==> src/rtl/mc_ctrl_pkg.sv <==
// Shared encodings for the multicycle MIPS controller.
// Latency: n/a (constants and a pure helper function only).
// Backpressure: n/a.
package mc_ctrl_pkg;

    // FSM state encodings. The values are visible on the debug ports,
    // so they must not be renumbered.
    localparam logic [3:0] S_FETCH  = 4'd0;
    localparam logic [3:0] S_DECODE = 4'd1;
    localparam logic [3:0] S_MEMADR = 4'd2;
    localparam logic [3:0] S_MEMRD  = 4'd3;
    localparam logic [3:0] S_MEMWB  = 4'd4;
    localparam logic [3:0] S_MEMWR  = 4'd5;
    localparam logic [3:0] S_EXEC   = 4'd6;
    localparam logic [3:0] S_ALUWB  = 4'd7;
    localparam logic [3:0] S_BRANCH = 4'd8;
    localparam logic [3:0] S_JUMP   = 4'd9;
    localparam logic [3:0] S_ADDIEX = 4'd10;
    localparam logic [3:0] S_ADDIWB = 4'd11;
    localparam logic [3:0] S_FAULT  = 4'd15;

    // IR[31:26] opcodes handled by DECODE.
    localparam logic [5:0] OP_RTYPE = 6'b000000;
    localparam logic [5:0] OP_LW    = 6'b100011;
    localparam logic [5:0] OP_SW    = 6'b101011;
    localparam logic [5:0] OP_BEQ   = 6'b000100;
    localparam logic [5:0] OP_BNE   = 6'b000101;
    localparam logic [5:0] OP_ADDI  = 6'b001000;
    localparam logic [5:0] OP_J     = 6'b000010;

    // ALU operation select.
    localparam logic [1:0] ALUOP_ADD   = 2'b00;
    localparam logic [1:0] ALUOP_SUB   = 2'b01;
    localparam logic [1:0] ALUOP_FUNCT = 2'b10;

    // ALU B-operand select.
    localparam logic [1:0] SRCB_B       = 2'b00;
    localparam logic [1:0] SRCB_FOUR    = 2'b01;
    localparam logic [1:0] SRCB_IMM     = 2'b10;
    localparam logic [1:0] SRCB_IMM_SH2 = 2'b11;

    // PC source select.
    localparam logic [1:0] PCSRC_ALU    = 2'b00;
    localparam logic [1:0] PCSRC_ALUOUT = 2'b01;
    localparam logic [1:0] PCSRC_JUMP   = 2'b10;

    // States that own a memory access and may stall on mem_ready.
    function automatic logic is_mem_state(input logic [3:0] s);
        return (s == S_FETCH) || (s == S_MEMRD) || (s == S_MEMWR);
    endfunction

endpackage

==> src/rtl/mc_wait_timer.sv <==
// Counts consecutive memory wait cycles and flags when the timeout limit is reached.
// Latency: expired is a combinational compare of the registered count (same cycle).
// Backpressure: none; count advances only while wait_en is high, clear has priority.
//
// Ports: clk/rst_n, clear (state change), wait_en (stalled in a memory state),
//        expired (count equals MEM_TIMEOUT; never set when MEM_TIMEOUT is 0).
module mc_wait_timer #(
    parameter int MEM_TIMEOUT = 16,
    parameter int TMO_W       = 8
) (
    input  logic clk,
    input  logic rst_n,
    input  logic clear,
    input  logic wait_en,
    output logic expired
);

    logic [TMO_W-1:0] cnt;

    // Saturate rather than wrap so a disabled timeout never produces a
    // misleading small count after a very long stall.
    always_ff @(posedge clk or negedge rst_n) begin
        if (!rst_n) begin
            cnt <= '0;
        end else if (clear) begin
            cnt <= '0;
        end else if (wait_en && (cnt != '1)) begin
            cnt <= cnt + TMO_W'(1);
        end
    end

    assign expired = (MEM_TIMEOUT != 0) && (cnt == TMO_W'(MEM_TIMEOUT));

endmodule

==> src/rtl/mc_ctrl_hs.sv <==
// Multicycle MIPS control FSM with memory-ready handshake, wait timeout to sticky FAULT, bne/addi.
// Latency: one state per clock; controls are Moore-decoded from state (FETCH IR/PC load gated by mem_ready).
// Backpressure: FETCH/MEMRD/MEMWR hold while mem_ready=0; MEM_TIMEOUT consecutive waits -> FAULT until reset.
//
// Ports: opcode/zero/mem_ready in; datapath controls, pc_en, debug state/next_state,
//        illegal_op pulse, mem_fault. Optional MC_PERF_CNT_EN adds cycle_cnt/instr_cnt.
module mc_ctrl_hs
    import mc_ctrl_pkg::*;
#(
    parameter int MEM_TIMEOUT = 16,
    parameter int TMO_W       = 8
`ifdef MC_PERF_CNT_EN
    ,
    parameter int CNT_W       = 32
`endif
) (
    input  logic       clk,
    input  logic       rst_n,
    input  logic [5:0] opcode,
    input  logic       zero,
    input  logic       mem_ready,
    output logic       mem_read,
    output logic       mem_write,
    output logic       ir_write,
    output logic       iord,
    output logic       reg_write,
    output logic       reg_dst,
    output logic       mem_to_reg,
    output logic       alu_src_a,
    output logic [1:0] alu_src_b,
    output logic [1:0] alu_op,
    output logic [1:0] pc_source,
    output logic       pc_en,
    output logic [3:0] state,
    output logic [3:0] next_state,
    output logic       illegal_op,
    output logic       mem_fault
`ifdef MC_PERF_CNT_EN
    ,
    output logic [CNT_W-1:0] cycle_cnt,
    output logic [CNT_W-1:0] instr_cnt
`endif
);

    logic expired;
    logic pc_write;
    logic pc_write_cond;
    logic is_bne;
    logic mem_hold;

    mc_wait_timer #(
        .MEM_TIMEOUT (MEM_TIMEOUT),
        .TMO_W       (TMO_W)
    ) u_timer (
        .clk     (clk),
        .rst_n   (rst_n),
        .clear   (next_state != state),
        .wait_en (is_mem_state(state) && !mem_ready),
        .expired (expired)
    );

    always_ff @(posedge clk or negedge rst_n) begin
        if (!rst_n) begin
            state <= S_FETCH;
        end else begin
            state <= next_state;
        end
    end

    // Stalled memory state: stay put unless the wait budget is used up.
    // mem_ready is checked first at each use site so a late completion wins.
    assign mem_hold = !mem_ready && expired;

    always_comb begin
        next_state = S_FETCH;
        illegal_op = 1'b0;
        case (state)
            S_FETCH:  next_state = mem_ready ? S_DECODE : (mem_hold ? S_FAULT : S_FETCH);
            S_DECODE: begin
                case (opcode)
                    OP_RTYPE:       next_state = S_EXEC;
                    OP_LW, OP_SW:   next_state = S_MEMADR;
                    OP_BEQ, OP_BNE: next_state = S_BRANCH;
                    OP_ADDI:        next_state = S_ADDIEX;
                    OP_J:           next_state = S_JUMP;
                    default: begin
                        // PC was already advanced in FETCH, so dropping
                        // back to FETCH retires the word as a NOP.
                        next_state = S_FETCH;
                        illegal_op = 1'b1;
                    end
                endcase
            end
            S_MEMADR: next_state = (opcode == OP_SW) ? S_MEMWR : S_MEMRD;
            S_MEMRD:  next_state = mem_ready ? S_MEMWB : (mem_hold ? S_FAULT : S_MEMRD);
            S_MEMWR:  next_state = mem_ready ? S_FETCH : (mem_hold ? S_FAULT : S_MEMWR);
            S_EXEC:   next_state = S_ALUWB;
            S_ADDIEX: next_state = S_ADDIWB;
            S_FAULT:  next_state = S_FAULT;
            // MEMWB, ALUWB, ADDIWB, BRANCH, JUMP and unused codes 12-14.
            default:  next_state = S_FETCH;
        endcase
    end

    always_comb begin
        mem_read      = 1'b0;
        mem_write     = 1'b0;
        ir_write      = 1'b0;
        iord          = 1'b0;
        reg_write     = 1'b0;
        reg_dst       = 1'b0;
        mem_to_reg    = 1'b0;
        alu_src_a     = 1'b0;
        alu_src_b     = SRCB_B;
        alu_op        = ALUOP_ADD;
        pc_source     = PCSRC_ALU;
        pc_write      = 1'b0;
        pc_write_cond = 1'b0;
        case (state)
            S_FETCH: begin
                mem_read  = 1'b1;
                alu_src_b = SRCB_FOUR;
                // IR and PC only load on the cycle the fetch completes.
                ir_write  = mem_ready;
                pc_write  = mem_ready;
            end
            S_DECODE: alu_src_b = SRCB_IMM_SH2;
            S_MEMADR, S_ADDIEX: begin
                alu_src_a = 1'b1;
                alu_src_b = SRCB_IMM;
            end
            S_MEMRD: begin
                mem_read = 1'b1;
                iord     = 1'b1;
            end
            S_MEMWB: begin
                reg_write  = 1'b1;
                mem_to_reg = 1'b1;
            end
            S_MEMWR: begin
                mem_write = 1'b1;
                iord      = 1'b1;
            end
            S_EXEC: begin
                alu_src_a = 1'b1;
                alu_op    = ALUOP_FUNCT;
            end
            S_ALUWB: begin
                reg_write = 1'b1;
                reg_dst   = 1'b1;
            end
            S_ADDIWB: reg_write = 1'b1;
            S_BRANCH: begin
                alu_src_a     = 1'b1;
                alu_op        = ALUOP_SUB;
                pc_write_cond = 1'b1;
                pc_source     = PCSRC_ALUOUT;
            end
            S_JUMP: begin
                pc_write  = 1'b1;
                pc_source = PCSRC_JUMP;
            end
            default: ;
        endcase
    end

    // bne takes the branch when the ALU difference is non-zero.
    assign is_bne    = (opcode == OP_BNE);
    assign pc_en     = pc_write | (pc_write_cond & (zero ^ is_bne));
    assign mem_fault = (state == S_FAULT);

`ifdef MC_PERF_CNT_EN
    always_ff @(posedge clk or negedge rst_n) begin
        if (!rst_n) begin
            cycle_cnt <= '0;
            instr_cnt <= '0;
        end else begin
            if (state != S_FAULT) begin
                cycle_cnt <= cycle_cnt + CNT_W'(1);
            end
            // Covers normal retirement and the illegal-op DECODE->FETCH path.
            if ((next_state == S_FETCH) && (state != S_FETCH)) begin
                instr_cnt <= instr_cnt + CNT_W'(1);
            end
        end
    end
`endif

endmodule
==> config.mk <==
export PLATFORM = sky130hd
export DESIGN_NAME = mc_ctrl_hs
export DESIGN_NICKNAME = d
export VERILOG_FILES = /design/src/rtl/mc_ctrl_pkg.sv /design/src/rtl/mc_wait_timer.sv /design/src/rtl/mc_ctrl_hs.sv
export SDC_FILE = /design/constraint.sdc
export NUM_CORES = 1
export LEC_CHECK = 0
export CORE_AREA = 4 4 44 74
export DETAILED_ROUTE_END_ITERATION = 8
export DIE_AREA = 0 0 48 78
export PLACE_DENSITY_LB_ADDON = 0.2
export SYNTH_ARGS = -nofsm -noshare
export SYNTH_HDL_FRONTEND = slang
export SYNTH_SLANG_ARGS = --single-unit
==> constraint.sdc <==
create_clock -name clk -period 4.4 [get_ports clk]
set_clock_uncertainty 0.2 [all_clocks]
set_input_delay 0.88 -clock clk [delete_from_list [all_inputs] [get_ports clk]]
set_output_delay 0.88 -clock clk [all_outputs]
set_load 0.01 [all_outputs]
==> flow_summary.json, run 1 <==
{
  "cts_tree": "built",
  "worst_pin_slew_ps": 803,
  "insertion_delay_ps": 240,
  "wl_um": 3840,
  "synth_compound_area_share_pct": 20.8,
  "p_int_mw": 0.530,
  "finalHoldViolCount": 0,
  "hold_depth": 2,
  "synthArstFlopShare_pct": 100,
  "final_max_slew_viol_count": 0,
  "cts.clk_slew.worst_paths_ps": 50,
  "yosys-top-cells-area": "dfrtp_1 (22%), xnor2_1 (6.5%), nor2_1 (5.0%), nand2_1 (3.6%), nand2b_1 (3.3%)",
  "drive_gt1_share_pct": 14.9,
  "worstPathArrival_ps": 3220,
  "ant_nets": 0,
  "synth-seq-cells": 12,
  "pwr-share-seq_pct": 16.2,
  "r2r-start": "state[0]",
  "p_switching_mw": 0.497,
  "via_per_inst": 6.39,
  "fmax_mhz": 232,
  "clockBufferDepth": 2,
  "synth-main-ff-cell": "dfrtp_1",
  "synth-edff-count": 0,
  "avgRoutedWirePerCell_um": 17.4,
  "synth_top_area_share_pct": 22.4,
  "rr_worst_depth": 5,
  "critPathKind": "in2out",
  "drcViolationCount": 0,
  "setup_viol": 0,
  "whs_endpoint": "u_timer.cnt[5]",
  "status": "finished clean",
  "seq_area_frac_synth_pct": 22.4,
  "core_mm2": 0.00269,
  "yosysMostFrequentCell": "nor2_1",
  "vdd_ir_drop_max_mv": 0.444,
  "drv_cap": 0,
  "cts-root-buf": "clkbuf_8",
  "r2r_slack_ps": 1900,
  "swShare_pct": 48.4,
  "rsz0062_at_grt": "false",
  "ios": 35,
  "cellPowerDensity_mw_per_mm2": 587,
  "hp-class": "reg2reg",
  "start_kind": "input pin",
  "synthTopCellsByCount": "nor2_1 (18), nand2_1 (13), dfrtp_1 (12)",
  "route.vias.total": 1412,
  "port_buffers": 34,
  "power_frac_comb_pct": 74.2,
  "required_ps": 3320,
  "cts_max_level": 1,
  "critPathMaxFanout": 8,
  "fin_crit_ps": 4300,
  "area_growth_pct": 30.6,
  "fillers": 240,
  "synth_top_family_by_area": "simple AND/OR/NAND/NOR gates",
  "setup_tns_ps": 0,
  "slew_headroom_pct": 46.5,
  "hpwl_um": 3020,
  "synth_area_mm2": 0.00134,
  "finalNetCount": 208,
  "die_w_um": 48,
  "crit_path_end_kind": "output port",
  "yosys_warnings": 0,
  "syn-instance-count": 160,
  "p_leak_nw": 0.652,
  "syn-num-nets": 172,
  "initialDrtViolationCount": 27,
  "grt_max_degree": 22,
  "yosysTopAreaCell": "dfrtp_1",
  "grt_pass1_vias": 1365,
  "synthMuxAreaShare_pct": 4.30,
  "die_y_um": 78,
  "synth_area_per_cell_um2": 8.38,
  "synth-xor-area-share_pct": 7.75,
  "gr-total-overflow": 0,
  "p_clk_share_pct": 9.6,
  "start_util_pct": 49.8,
  "grt_pass1_wl_um": 6410,
  "gp_congestion": 0.844,
  "clock_sinks": 12,
  "r2r_end": "u_timer.cnt[2]",
  "fin_crit_sh_pct": 97.8,
  "grt_use_total_pct": 23.1,
  "post_cts_buffers": 0,
  "rows": 25,
  "synthAdderAreaFrac_pct": 1.87,
  "hold_path.startpoint": "u_timer.cnt[5]",
  "firstDrtPassIters": 4,
  "fin_util_pct": 65.1,
  "die_area_mm2": 0.00374,
  "cts_buffers": 3,
  "antenna_found_initial": 0,
  "num_antenna_cells": 0,
  "synth_cell_types": 51,
  "synthSimpleGateAreaFrac_pct": 36.7
}
[layout make-up]
| cell class | instances | area, µm² | share of cell area, % |
|---|---|---|---|
| Timing Repair Buffer | 42 | 403 | 23.0 |
| Sequential cell | 12 | 300 | 17.2 |
| Inverter | 4 | 15.0 | 0.858 |
| Multi-Input combinational cell | 133 | 957 | 54.7 |
| Tap cell | 27 | 33.8 | 1.93 |
| Clock buffer | 3 | 41.3 | 2.36 |
[through the flow]
stage | setup slack, ps | total power, mW | hold slack (ps) | instance area (µm²) | cells
floorplan | 1230 | 0.660 | 348 | 1340 | 160
global placement | 135 | 0.912 | 377 | 1710 | 218
detailed placement | 142 | 0.932 | 374 | 1710 | 218
CTS | 101 | 1.04 | 389 | 1750 | 221
global route | 6.69 | 1.11 | 462 | 1750 | 221
finish | 97.5 | 1.03 | 397 | 1750 | 221
[kinds of logic after synthesis]
| kind of cell | Yosys count |
|---|---|
| flip-flops | 12 |
| adder cells (fa/ha/maj) | 2 |
| multiplexers | 4 |
| AND/OR/NAND/NOR | 82 |
| AO/OA/AOI/OAI | 34 |
| buffers and inverters | 15 |
| XOR/XNOR | 11 |
[worst max-delay path by stage]
stage | startpoint | to | slack (ps) | cells past startpoint
floorplan | opcode[1] | next_state[3] | 1230 | 4
global placement | opcode[1] | next_state[1] | 140 | 7
detailed placement | opcode[1] | next_state[1] | 140 | 7
CTS | opcode[1] | next_state[1] | 100 | 7
global route | opcode[1] | next_state[1] | 7 | 7
finish | opcode[1] | next_state[1] | 100 | 7
[critical path: stages]
cell and delay, ps:
clkdlybuf4s50_1 520, or3_1 430, a2111oi_0 450, buf_4 190
a21oi_1 40, o311ai_1 100, clkdlybuf4s50_1 600
[power groups by stage]
stage	registers, mW	clock network [mW]	logic [mW]
3_3_place_gp	0.166	0	0.746
6_report	0.167	0.0984	0.762
2_1_floorplan	0.147	0	0.513
4_1_cts	0.166	0.102	0.768
5_1_grt	0.172	0.108	0.831
3_5_place_dp	0.168	0	0.764
[cell usage in the layout (no fill, tap or decap), types with 4 or more instances in the layout]
master            n
nand2b_1          7
nor3_1            8
dfrtp_1          12
inv_1             4
a21oi_1           6
nand2_1          13
xnor2_1          10
o21ai_0           5
nor2_1           18
clkdlybuf4s50_1  33
buf_4             8
nor4_1            7
[layer usage]
layer,global-route usage [%],routed length [µm],up-vias
li1,-,-,659
met1,26.3,1410,681
met2,38.6,2110,52
met3,2.55,138,20
met4,13.2,189,0
met5,0,0,-
[sequential cells by signal (all words and copies together), names as in the netlist]
signal	cells
u_timer.cnt	8
state	4
[repair_timing]
item,in CTS,in global routing
resized for setup,0,1
endpoints found under the setup margin,0,1
hold buffers,0,0
Power figures use the tool's default switching activity.
==> run 2: changes to the inputs <==
--- a/config.mk
+++ b/config.mk
@@ -5,10 +5,13 @@
 export SDC_FILE = /design/constraint.sdc
 export NUM_CORES = 1
 export LEC_CHECK = 0
-export CORE_AREA = 4 4 44 74
+export CORE_AREA = 4 4 43 73
 export DETAILED_ROUTE_END_ITERATION = 8
-export DIE_AREA = 0 0 48 78
+export DIE_AREA = 0 0 47 77
+export DONT_BUFFER_PORTS = 1
 export PLACE_DENSITY_LB_ADDON = 0.2
+export REMOVE_ABC_BUFFERS = 1
 export SYNTH_ARGS = -nofsm -noshare
 export SYNTH_HDL_FRONTEND = slang
 export SYNTH_SLANG_ARGS = --single-unit
+export TNS_END_PERCENT = 1
==> run 2 against run 1 <==
Effect of this change:
- clock power decreased by 3.7%
- setup slack improved by 790 ps
- utilization decreased by 11 points
- worst hold slack got worse by 260 ps
- routed wire length decreased by 16%
- design area decreased by 23%
==> flow_summary.json, run 2 (synthesis gave the netlist of run 1 again) <==
{
  "status": "finished clean",
  "grt_max_degree": 22,
  "pwr-share-seq_pct": 23.6,
  "layout_commonest_cell": "nor2_1",
  "path_buf_inv": 1,
  "cpPeakStageDelay_ps": 500,
  "r2r_end": "state[1]",
  "top_regs": "u_timer.cnt: 8 flops, state: 4 flops",
  "cts.clk_slew.worst_paths_ps": 50,
  "m1WireLength_um": 1220,
  "insertion_delay_ps": 230,
  "clockBufferDepth": 2,
  "critPathKind": "reg2out",
  "die_area_mm2": 0.00362,
  "largest_register_ffs": 8,
  "cp.depth": 6,
  "cellPowerDensity_mw_per_mm2": 611,
  "final_cells": 179,
  "avgRoutedWirePerCell_um": 18.1,
  "drcViolationCount": 0,
  "cts.repair.resized": 0,
  "finalHoldViolCount": 0,
  "slew_headroom_pct": 41.2,
  "clock_sinks": 12,
  "antenna_found_initial": 0,
  "grt_use_total_pct": 20.1,
  "route.vias.total": 1212,
  "cts_hold_buffers": 0,
  "p_switching_mw": 0.456,
  "drv_cap": 0,
  "crit_path_end": "next_state[1]",
  "final_max_slew_viol_count": 0,
  "cts-root-buf": "clkbuf_8",
  "stdcell_area_mm2": 0.00135,
  "required_ps": 3320,
  "wl_um": 3230,
  "whs_ps": 137,
  "highest_layer": "met4",
  "crit_path_start": "u_timer.cnt[0]",
  "finalNetCount": 167,
  "setup_tns_ps": 0,
  "setup_viol": 0,
  "power_frac_comb_pct": 65.0,
  "p_clk_share_pct": 11.4,
  "gp_congestion": 0.883,
  "start_kind": "flop",
  "wl_met3_um": 163,
  "timing.final.ws_setup_ps": 886,
  "hp-class": "in2async",
  "gr-total-overflow": 0,
  "drive_gt1_share_pct": 14.4,
  "place_area_mm2": 0.00131,
  "cp_slowest_cell": "o311ai_1",
  "fmax_mhz": 285,
  "firstDrtPassIters": 4,
  "grt_pass1_wl_um": 5440,
  "dpl.cell_count": 176,
  "cts_max_level": 1,
  "p_int_mw": 0.372,
  "pre_cts_ws_ps": 1110,
  "vdd_ir_drop_max_mv": 0.364,
  "r2r_slack_ps": 1830,
  "die_w_um": 47,
  "die_y_um": 77,
  "hpwl_um": 2530,
  "port_buffers": 0,
  "fin_crit_ps": 3510,
  "fin_crit_sh_pct": 79.9,
  "initialDrtViolationCount": 47,
  "via_per_inst": 6.77,
  "rsz0062_at_grt": "false",
  "rows": 24,
  "r2r-start": "u_timer.cnt[0]",
  "post_cts_buffers": 0,
  "critPathMaxFanout": 4,
  "p_leak_nw": 0.474,
  "num_antenna_cells": 0,
  "worstPathArrival_ps": 2430,
  "swShare_pct": 55.1,
  "cts_buffers": 3,
  "ios": 35,
  "grt_pass1_vias": 1229,
  "ant_nets": 0,
  "final_cell_mix": "nor2_1 (18), nand2_1 (13), dfrtp_1 (12)",
  "fillers": 244,
  "worst_pin_slew_ps": 860,
  "regMostFlops": "u_timer.cnt",
  "cp_top_family": "simple AND/OR/NAND/NOR gates",
  "wl_met2_um": 1640,
  "area_growth_pct": 1.03,
  "start_util_pct": 53.1,
  "core_mm2": 0.00252,
  "rr_worst_depth": 6,
  "cts_tree": "built",
  "worstPathCellList": "inv_1 > ha_1 > or3b_2 > or3_1 > o31a_1 > o311ai_1",
  "crit_path_end_kind": "output port"
}
-- run 2: cell count changes in the layout (fill, tap and decap cells not counted) --
cell	delta
buf_4	-7
clkdlybuf4s50_1	-33
dlymetal6s2s_1	-1
-- run 2: worst min path at each step --
stage | to | startpoint | depth (start not counted) | slack, ps
after floorplan | u_timer.cnt[5] | u_timer.cnt[5] | 2 | 350
after global placement | u_timer.cnt[2] | rst_n | 0 | 380
after detailed placement | u_timer.cnt[2] | rst_n | 0 | 380
after CTS | u_timer.cnt[4] | rst_n | 0 | 130
after global routing | u_timer.cnt[4] | rst_n | 0 | 120
final | u_timer.cnt[4] | rst_n | 0 | 140
-- run 2: power groups by stage --
stage               logic, mW  clock network, mW  registers [mW]
floorplan               0.413                  0           0.200
global placement        0.538                  0           0.194
detailed placement      0.540                  0           0.196
CTS                     0.542             0.0994           0.194
global route            0.583              0.105           0.200
finish                  0.538             0.0948           0.195
-- run 2: metal layers --
metal  vias to the layer above  track usage [%]
met1                       561             21.8
li1                        578                -
met4                         0             14.7
met2                        56             32.2
met5                         -                0
met3                        17             3.51
-- run 2: final cells by class --
cell class                      count  area (µm²)  area share (%)
Timing Repair Buffer                1        7.51           0.555
Tap cell                           26        32.5            2.40
Inverter                            4        15.0            1.11
Clock buffer                        3        41.3            3.05
Sequential cell                    12         300            22.2
Multi-Input combinational cell    133         957            70.7
-- run 2: through the flow --
step                      total power [mW]  utilization (%)
final                                0.828             53.7
after global routing                 0.888             53.7
after CTS                            0.835             53.7
after detailed placement             0.736             52.0
after global placement               0.732             52.0
after floorplan                      0.613                -
==> run 3: changes to the inputs <==
==> constraint.sdc (replaced) <==
create_clock -name clk -period 3.6 [get_ports clk]
set_clock_uncertainty 0.2 [all_clocks]
set_input_delay 0.72 -clock clk [delete_from_list [all_inputs] [get_ports clk]]
set_output_delay 0.72 -clock clk [all_outputs]
set_load 0.01 [all_outputs]
==> run 3 against run 2 <==
Effect of this change:
- largest power group unchanged
- sequential share of layout area is 0.64 points lower
- die area stayed put
- utilization is 1.6 points higher
- critical path depth stayed put
- non-clock buffer count is 5 higher
- highest routed layer unchanged
- flip-flop and latch count stayed put
==> flow_summary.json, run 3 (synthesis gave the netlist of run 1 again) <==
{
  "cts-root-buf": "clkbuf_8",
  "crit_path_end": "next_state[1]",
  "wl_met3_um": 232,
  "via_per_inst": 6.93,
  "rsz0062_at_grt": "false",
  "finalNetCount": 172,
  "wl_met2_um": 1890,
  "hold_path.startpoint": "u_timer.cnt[5]",
  "grt_pass1_wl_um": 6140,
  "critPathKind": "reg2out",
  "path_buf_inv": 1,
  "antenna_found_initial": 0,
  "post_cts_buffers": 0,
  "m1WireLength_um": 1260,
  "clockBufferDepth": 2,
  "grt_max_degree": 19,
  "r2r_slack_ps": 1090,
  "route.vias.total": 1275,
  "highest_layer": "met4",
  "fin_crit_sh_pct": 91.7,
  "cp_top_family": "simple AND/OR/NAND/NOR gates",
  "largest_register_ffs": 8,
  "area_growth_pct": 4.02,
  "dpl.cell_count": 180,
  "hpwl_um": 2760,
  "cp.depth": 6,
  "num_antenna_cells": 0,
  "wl_um": 3600,
  "start_kind": "flop",
  "top_regs": "u_timer.cnt: 8 flops, state: 4 flops",
  "cp_slowest_cell": "or3b_2",
  "slew_headroom_pct": 51.9,
  "crit_path_end_kind": "output port",
  "initialDrtViolationCount": 32,
  "regMostFlops": "u_timer.cnt",
  "grt_pass1_vias": 1345,
  "final_cell_mix": "nor2_1 (18), nand2_1 (13), dfrtp_1 (12)",
  "insertion_delay_ps": 240,
  "rows": 24,
  "r2r-start": "u_timer.cnt[1]",
  "fillers": 247,
  "core_mm2": 0.00252,
  "status": "finished clean",
  "fmax_mhz": 303,
  "ant_nets": 0,
  "die_area_mm2": 0.00362,
  "layout_commonest_cell": "nor2_1",
  "setup_viol": 0,
  "crit_path_start": "u_timer.cnt[1]",
  "vdd_ir_drop_max_mv": 0.363,
  "setup_tns_ps": 0,
  "die_w_um": 47,
  "final_max_slew_viol_count": 0,
  "clock_sinks": 12,
  "firstDrtPassIters": 4,
  "gr-total-overflow": 0,
  "hp-class": "reg2reg",
  "worstPathArrival_ps": 2380,
  "place_area_mm2": 0.00134,
  "cts_max_level": 1,
  "r2r_end": "state[1]",
  "ios": 35,
  "worstPathCellList": "inv_1 > ha_1 > or3b_2 > or3_1 > o31a_1 > o311ai_1",
  "start_util_pct": 53.1,
  "finalHoldViolCount": 0,
  "cellPowerDensity_mw_per_mm2": 754,
  "drcViolationCount": 0,
  "gp_congestion": 0.889,
  "cts_buffers": 3,
  "rr_worst_depth": 6,
  "port_buffers": 0,
  "fin_crit_ps": 3300,
  "cts_tree": "built",
  "drive_gt1_share_pct": 16.5,
  "final_cells": 184,
  "worst_pin_slew_ps": 704,
  "critPathMaxFanout": 4,
  "p_leak_nw": 0.499,
  "grt_use_total_pct": 22.7,
  "avgRoutedWirePerCell_um": 19.6,
  "cts.clk_slew.worst_paths_ps": 50,
  "stdcell_area_mm2": 0.00139,
  "whs_ps": 410,
  "die_y_um": 77,
  "required_ps": 2680,
  "drv_cap": 0,
  "cpPeakStageDelay_ps": 480,
  "report.power.total_mw": 1.05
}
-- run 3: cell types whose count changed in the layout (fill, tap and decap cells not counted) --
cell | before | now
buf_4 | 1 | 5
dlygate4sd3_1 | 0 | 1
-- run 3: through the flow --
stage               worst slack [ps]  util (%)
finish                           301      55.3
global route                     144      55.3
CTS                              275      55.3
detailed placement               539      53.2
global placement                 571      53.2
floorplan                        670         -
-- run 3: where the power goes --
part           total (mW)  switching (mW)  internal, mW
Combinational       0.724           0.475         0.248
Sequential          0.208          0.0537         0.154
Clock               0.120          0.0463        0.0735
-- run 3: final cells by class --
type                       instances  area, µm²  share of cell area (%)
clock buffer                       3       41.3                    2.96
timing repair buffer               6       47.5                    3.41
sequential                        12        300                    21.5
tap                               26       32.5                    2.33
inverter                           4       15.0                    1.08
multi-input combinational        133        957                    68.7
-- run 3: repair_timing --
action,CTS,global route
endpoints found under the hold margin,12,0
gates resized for setup,0,0
hold buffers,1,0
-- run 3: worst min path at each step --
stage               cells past startpoint              to  slack (ps)
finish                                  2  u_timer.cnt[5]         410
global route                            2  u_timer.cnt[7]         440
CTS                                     2  u_timer.cnt[5]         410
detailed placement                      0        state[3]         220
global placement                        0        state[3]         220
floorplan                               0        state[0]         220
-- run 3: worst reg2reg max path, cell delays in order (launching register included) --
cell and delay (ps):
dfrtp_1 410, inv_1 70, ha_1 130, or3b_2 480, or3_1 340, o31a_1 240, o311ai_1 460
-- run 3: routing by layer --
metal,up-vias,GRT usage (%)
met2,64,35.7
met1,597,24.8
met5,-,0
met4,0,16.6
met3,22,4.92
li1,592,-
